File: src/rtl/seg7_pkg.sv
// Shared constants for the seven-segment scan driver: display geometry and
// the active-high segment codes, bit order {g,f,e,d,c,b,a}.
package seg7_pkg;

  localparam int NUM_DIGITS = 6;
  localparam int DIGIT_W    = 4;

  // Entry n is the pattern for hex value n (0-9, A, b, C, d, E, F).
  localparam logic [15:0][6:0] SEG_CODES = {
    7'h71, 7'h79, 7'h5E, 7'h39, 7'h7C, 7'h77, 7'h6F, 7'h7F,
    7'h07, 7'h7D, 7'h6D, 7'h66, 7'h4F, 7'h5B, 7'h06, 7'h3F
  };

endpackage

File: src/rtl/seg7_decoder.sv
// Combinational hex-digit to seven-segment lookup (active-high, {g..a}).
module seg7_decoder
  import seg7_pkg::*;
(
  input  logic [DIGIT_W-1:0] digit,
  output logic [6:0]         segs
);

  always_comb begin
    segs = SEG_CODES[digit];
  end

endmodule

File: src/rtl/seg_scan_driver.sv
// Six-digit multiplexed seven-segment driver: per-frame snapshot of the digit
// word, one digit per slot, with a blanking window at the start of each slot.
module seg_scan_driver
  import seg7_pkg::*;
#(
  parameter int SCAN_DIV       = 50000,
  parameter int BLANK_CYC      = 64,
  parameter int SEG_ACTIVE_LOW = 1,
  parameter int SEL_ACTIVE_LOW = 1
) (
  input  logic                          clk,
  input  logic                          rst_n,
  input  logic [NUM_DIGITS*DIGIT_W-1:0] digit_ctrl,
  input  logic [NUM_DIGITS-1:0]         dp_mask,
  output logic [7:0]                    seg,
  output logic [NUM_DIGITS-1:0]         sel,
  output logic                          frame_tick
);

  localparam int CNT_W = (SCAN_DIV > 1) ? $clog2(SCAN_DIV) : 1;
  localparam logic [7:0]            SEG_OFF = (SEG_ACTIVE_LOW != 0) ? 8'hFF : 8'h00;
  localparam logic [NUM_DIGITS-1:0] SEL_OFF = (SEL_ACTIVE_LOW != 0) ? '1 : '0;
  localparam logic [2:0]            LAST_IDX = 3'(NUM_DIGITS - 1);

  logic [CNT_W-1:0]                div_cnt;
  logic [2:0]                      idx;
  logic [NUM_DIGITS*DIGIT_W-1:0]   snap_digits;
  logic [NUM_DIGITS-1:0]           snap_dp;
  logic                            slot_tick;
  logic                            frame_load;
  logic                            blank;
  logic [DIGIT_W-1:0]              cur_digit;
  logic [6:0]                      cur_code;
  logic [7:0]                      seg_next;
  logic [NUM_DIGITS-1:0]           sel_next;

  assign slot_tick  = (div_cnt == CNT_W'(SCAN_DIV - 1));
  assign frame_load = slot_tick && (idx == LAST_IDX);
  assign blank      = (int'(div_cnt) < BLANK_CYC);
  assign cur_digit  = snap_digits[DIGIT_W*idx +: DIGIT_W];

  seg7_decoder u_decoder (
    .digit (cur_digit),
    .segs  (cur_code)
  );

  // Polarity is folded in after the dp bit joins the decoded pattern.
  always_comb begin
    seg_next = SEG_OFF;
    sel_next = SEL_OFF;
    if (!blank) begin
      sel_next = SEL_OFF ^ (NUM_DIGITS'(1) << idx);
      seg_next = SEG_OFF ^ {snap_dp[idx], cur_code};
    end
  end

  always_ff @(posedge clk or negedge rst_n) begin
    if (!rst_n) begin
      div_cnt <= '0;
      idx     <= '0;
    end else begin
      div_cnt <= slot_tick ? '0 : div_cnt + 1'b1;
      if (slot_tick) begin
        idx <= (idx == LAST_IDX) ? 3'd0 : idx + 3'd1;
      end
    end
  end

  // Inputs are only sampled at the end of the last slot, so a frame never tears.
  always_ff @(posedge clk or negedge rst_n) begin
    if (!rst_n) begin
      snap_digits <= '0;
      snap_dp     <= '0;
    end else if (frame_load) begin
      snap_digits <= digit_ctrl;
      snap_dp     <= dp_mask;
    end
  end

  always_ff @(posedge clk or negedge rst_n) begin
    if (!rst_n) begin
      seg        <= SEG_OFF;
      sel        <= SEL_OFF;
      frame_tick <= 1'b0;
    end else begin
      seg        <= seg_next;
      sel        <= sel_next;
      frame_tick <= frame_load;
    end
  end

endmodule

File: config.mk
export PLATFORM = sky130hd
export DESIGN_NAME = seg_scan_driver
export DESIGN_NICKNAME = d
export VERILOG_FILES = /design/src/rtl/seg7_pkg.sv /design/src/rtl/seg7_decoder.sv /design/src/rtl/seg_scan_driver.sv
export SDC_FILE = /design/constraint.sdc
export NUM_CORES = 1
export LEC_CHECK = 0
export CORE_ASPECT_RATIO = 1.75
export CORE_UTILIZATION = 30
export DETAILED_ROUTE_END_ITERATION = 12
export SLEW_MARGIN = 20
export SYNTH_ARGS = -nofsm -noshare
export SYNTH_HDL_FRONTEND = slang
export SYNTH_HIERARCHICAL = 1
export SYNTH_SLANG_ARGS = --single-unit
File: constraint.sdc
create_clock -name clk -period 7.2 [get_ports clk]
set_clock_uncertainty 0.1 [all_clocks]
set_input_delay 0.72 -clock clk [delete_from_list [all_inputs] [get_ports clk]]
set_output_delay 0.72 -clock clk [all_outputs]
set_load 0.01 [all_outputs]
* After elaboration in Yosys (flattened, before gate mapping)
Memories as Yosys holds them, arrays and structs flattened.
Cells that the tools add are included.
** Cells by class
- Add/subtract/negate cells :: 2
- Magnitude comparators :: 3
- Eq/ne operators :: 2
- Shift operators :: 2
- Multiplexer cells :: 7
- Bitwise logic cells :: 2
- Reduce and logical (&&, ||, !) cells :: 1
** Operator list (number)
- variable part select 24 x 6 -> 4 bit :: 1
- adder 16 x 1 -> 16 bit, second input constant :: 1
- == test 16 bit, second input constant :: 1
- < comparator 16 x 7 -> 1 bit, second input constant :: 1
- 2-to-1 mux 16 bit :: 1
- 2-to-1 mux 8 bit :: 1
- inverter 8 bit :: 1
- 2-to-1 mux 7 bit :: 1
- 2-to-1 mux 6 bit :: 1
- inverter 6 bit :: 1
- left shift 1 x 3 -> 6 bit, first input constant :: 1
- < comparator 4 x 5 -> 1 bit, second input constant :: 1
- < comparator 3 x 4 -> 1 bit, second input constant :: 1
- adder 3 x 1 -> 3 bit, second input constant :: 1
- binary-select mux 1 bit (select 3 bit) :: 1
- == test 3 bit, second input constant :: 1
- 2-to-1 mux 3 bit :: 1
- logical AND 1 bit :: 1
- 2-to-1 mux 1 bit :: 1
** Storage, ports and cells
- Register bits :: 64
- ROM bits :: 112
- Input port bits :: 32
- Output and inout bits :: 15
- Word-level logic and storage cells :: 27
- Memories kept :: 1
** Memory list
- (name not given) :: words 16, bits a word 7, read ports 1, clocked after memory_dff 0, write ports 0, RTL line seg7_decoder.sv:10 : segs = SEG_CODES[digit];

* Depth between registers and ports, before layout
- Depth after elaboration :: 5
- Mapped depth :: 11
- Mapped depth without buffers :: 9

* Hierarchy
Netlist, hierarchy kept.
** By module, submodules not included
- seg_scan_driver :: instances 1, cells each 220, area an instance 2930.3 µm², sequential area each 1619.1 µm²
- seg7_decoder :: instances 1, cells each 33, area an instance 282.8 µm², sequential area each 0.0 µm²

* Least setup slack after synthesis
Ideal clock, no wire load.
- Path type :: register to register
- Start point :: register idx[0]
- End point :: register seg[3]
- Setup time :: 0.063 ns
- Arrival :: 2.363 ns
- Required time :: 7.037 ns
- Path slack :: 4.674 ns
- Stages on the path, launching flop included :: 12
- Buffers on the path :: 2
- Cell sequence :: dfrtp_1 -> clkbuf_1 -> clkbuf_1 -> inv_1 -> o211ai_1 -> a21oi_1 -> a21o_1 -> inv_1 -> ha_1 -> inv_1 -> mux4_2 -> nand2_1
** Between the ends
- Longest elaborated chain between the ends :: 5
** RTL lines
- start, declared :: RTL line seg_scan_driver.sv:26 : logic [2:0] idx;
- start signal, assigned :: RTL line seg_scan_driver.sv:64 : idx <= (idx == LAST_IDX) ? 3'd0 : idx + 3'd1;
- variable part select 24 x 6 -> 4 bit :: RTL line seg_scan_driver.sv:40 : assign cur_digit = snap_digits[DIGIT_W*idx +: DIGIT_W];
- named net cur_digit[1] :: RTL line seg_scan_driver.sv:32 : logic [DIGIT_W-1:0] cur_digit;
- memory read (16 x 7 bit)
- 2-to-1 mux 7 bit (implied by the code) :: RTL line seg7_decoder.sv:10
- named net cur_code[3] :: RTL line seg_scan_driver.sv:33 : logic [6:0] cur_code;
- inverter 8 bit (no source line)
- 2-to-1 mux 8 bit :: RTL line seg_scan_driver.sv:51 : if (!blank) begin
- named net seg_next[3] :: RTL line seg_scan_driver.sv:34 : logic [7:0] seg_next;
- end signal, assigned :: RTL line seg_scan_driver.sv:86 : seg <= seg_next;
- end, declared :: RTL line seg_scan_driver.sv:15 : output logic [7:0] seg,
The timed path passes the listed nets, and every way through them passes these cells. The select of a mux whose other input is x is not followed.
A chain may end at the register's enable or synchronous reset.

* Final worst setup path
- Start point :: register div_cnt[0]
- End point :: register snap_dp[0]
** Between the ends
- Longest elaborated chain between the ends :: 2
** RTL lines
- start, declared :: RTL line seg_scan_driver.sv:25 : logic [CNT_W-1:0] div_cnt;
- start signal, assigned :: RTL line seg_scan_driver.sv:62 : div_cnt <= slot_tick ? '0 : div_cnt + 1'b1;
- == test 16 bit :: RTL line seg_scan_driver.sv:37 : assign slot_tick = (div_cnt == CNT_W'(SCAN_DIV - 1));
- logical AND 1 bit :: RTL line seg_scan_driver.sv:38 : assign frame_load = slot_tick && (idx == LAST_IDX);
- end signal, assigned :: RTL line seg_scan_driver.sv:76 : snap_dp <= dp_mask;
- end, declared :: RTL line seg_scan_driver.sv:28 : logic [NUM_DIGITS-1:0] snap_dp;
Every way passes these cells.

==> results.sh <==
export IMPL_setup_viol=0
export IMPL_multi_input_comb_area_sq_um=1450
export IMPL_start_util=0.310
export IMPL_cp_start_kind="register"
export IMPL_syn_area_per_cell_sq_um=12.7
export IMPL_die_area_sq_um=11100
export IMPL_wl_met1_um=2710
export IMPL_drtPass1Iterations=5
export IMPL_cp_required_ps=7320
export IMPL_status="finished, final reports clean"
export IMPL_synthArstFlopShare=1.00
export IMPL_grt_pass1_vias=2191
export IMPL_drtIter0Drc=133
export IMPL_place_gp_congestion=0.787
export IMPL_cts_hold_fix_buffers=0
export IMPL_yosysSeqAreaShare=0.504
export IMPL_rsz0062_at_grt="no"
export IMPL_syn_nets=294
export IMPL_ys_seq_elements=64
export IMPL_nets=341
export IMPL_antenna_found_initial=0
export IMPL_fp_dieH_um=139
export IMPL_final_core_util=0.387
export IMPL_fmax_mhz=357
export IMPL_cts_sinks=64
export IMPL_cts_clk_slew_worst_paths_ps=50
export IMPL_post_route_period_util=0.389
export IMPL_io_pins=47
export IMPL_synth_area_top_cells="dfrtp_1 39%, mux2_4 14%, dfstp_2 11%"
export IMPL_htreeDepth=3
export IMPL_hold_path_class="register to register"
export IMPL_ant_nets=0
export IMPL_finalHoldViolCount=0
export IMPL_ctsResizeCount=0
export IMPL_post_cts_repair_setup_buffers=0
export IMPL_synth_common_cells="50 x dfrtp_1, 29 x mux2_4, 20 x nand2_1"
export IMPL_root_buffer="clkbuf_16"
export IMPL_synth_edf_count=0
export IMPL_synth_ff_type="dfrtp_1"
export IMPL_vias_per_cell=4.79
export IMPL_top_layer="met4"
export IMPL_rows=49
export IMPL_crit_start="div_cnt[0]$_DFF_PN0_"
export IMPL_maxSlewHeadroom=0.468
export IMPL_worstMarginPinSlew_ps=798
export IMPL_antenna_cells=0
export IMPL_rrSetupSlack_ps=4400
export IMPL_drt_wl_total_um=6200
export IMPL_regArea_sq_um=1620
export IMPL_remaining_drc_errors=0
export IMPL_worstSetupPathType="register to register"
export IMPL_hp_start="snap_dp[2]$_DFFE_PN0P_"
export IMPL_synth_area_sq_um=3210
export IMPL_wl_met2_um=3070
export IMPL_dpl_hpwl_um=4360
export IMPL_netlist_instances=253
export IMPL_vias=2068
export IMPL_overflow=0
export IMPL_dr_wl_met3_um=261
export IMPL_drv_slew=0
export IMPL_numCtsBuffers=9
export IMPL_grt_pass1_wl_um=10400
export IMPL_area_delta_synth_final_pct=24.7
export IMPL_grt_max_degree=65
export IMPL_power_density_nw_per_um2=193
export IMPL_yosysUniqueCellTypes=40
export IMPL_die_w_um=80.2
export IMPL_tns_ps=0
export IMPL_cts_max_path_buffers=2
export IMPL_grt_usage=0.125
export IMPL_drive_gt1_frac=0.243
export IMPL_maxCapViolCount=0
export IMPL_wl_per_cell_um=14.3
export IMPL_yosysMostFrequentCell="dfrtp_1"
export IMPL_nFillCells=993
export IMPL_yosys_warnings=6
export IMPL_cp_arrival_ps=2920
export IMPL_insertion_delay_ps=330
export IMPL_portBuffers=46
export IMPL_end_kind="register"
export IMPL_synth_top_cell_area_share=0.389
export IMPL_period_minus_slack_ps=2800
export IMPL_post_synth_top_area_cell="dfrtp_1"
export IMPL_core_area_sq_um=10400
export IMPL_tritoncts="done"
export IMPL_irDropWorstVdd_mv=0.128
export IMPL_p_leak_nw=1.71
export IMPL_rr_startpoint="div_cnt[0]$_DFF_PN0_"
export IMPL_cp_max_fo=31
==> worst paths after layout <==
check / end / cells past startpoint
hold / removal: snap_dp[2]$_DFFE_PN0P_ / 1
max in group asynchronous: div_cnt[6]$_DFF_PN0_ / 2
min in group asynchronous: snap_digits[2]$_DFFE_PN0P_ / 2
setup / recovery: snap_dp[0]$_DFFE_PN0P_ / 6
setup reg to reg: snap_dp[0]$_DFFE_PN0P_ / 6
hold reg to reg: snap_dp[2]$_DFFE_PN0P_ / 1
==> kinds of logic after synthesis <==
group / count (synthesis) / share of synthesized area
and+or+nand+nor: 79 / 0.129
DFF: 64 / 0.504
muxes: 42 / 0.201
AOI/OAI and AO/OA: 23 / 0.0479
buffers and inverters: 22 / 0.0456
xor gates and xnor gates: 14 / 0.0382
adders and majority gates: 9 / 0.0350
==> cell usage in the layout (no fill, tap or decap), drive strengths merged <==
cell type,count
nand4bb,2
clkinv,5
mux4,6
a22oi,2
nand3,13
a21o,5
and3,1
mux2,33
nand4,6
nor4,4
xor2,7
and4,1
dfrtp,50
a32oi,1
nand2b,1
or4,3
nand2,20
or3,2
xnor2,7
clkdlybuf4s50,45
dfstp,14
a21oi,6
clkbuf,12
buf,4
nor2,14
mux2i,3
or2,1
o211ai,4
nor2b,3
o31ai,3
inv,8
nor3,6
o21ai,2
and2,2
ha,9
==> power breakdown <==
group	internal [mW]	switching (mW)
logic	0.0150	0.00967
clock network	0.240	0.150
registers	0.361	0
total	0.615	0.160
==> state kept, by name, indices dropped and copies added, names as in the netlist <==
register	flops
snap_digits	24
div_cnt	16
seg	8
sel	6
snap_dp	6
idx	3
frame_tick	1
==> routing by layer <==
| layer | vias up | track usage |
|---|---|---|
| met5 | - | 0 |
| met4 | 0 | 0.0705 |
| met3 | 10 | 0.0362 |
| met2 | 47 | 0.200 |
| met1 | 1024 | 0.147 |
| li1 | 987 | - |
==> final cells by class <==
type	instances	share of cell area
Clock inverter	4	0.00500
Sequential cell	64	0.404
Inverter	9	0.00906
Clock buffer	12	0.0615
Tap cell	127	0.0397
Multi-Input combinational cell	167	0.361
Timing Repair Buffer	49	0.119
==> metrics by stage <==
step | worst slack [ps] | total power, mW | std cells | hold WS (ps) | area (sq um)
3_3_place_gp | 4440 | 0.392 | 416 | 386 | 3740
2_1_floorplan | 4670 | 0.367 | 253 | 324 | 3210
4_1_cts | 4380 | 0.785 | 432 | 411 | 4010
5_1_grt | 4210 | 0.800 | 432 | 419 | 4010
6_report | 4400 | 0.775 | 432 | 408 | 4010
3_5_place_dp | 4380 | 0.392 | 416 | 398 | 3740
==> worst max-delay path, stage by stage (launching register included) <==
cell,delay [ps]
dfrtp_1,400
ha_1,290
nand4_1,140
or4_1,680
nor3_4,200
buf_4,480
mux2_2,390
Note: power is estimated with default switching activity, not from simulation.
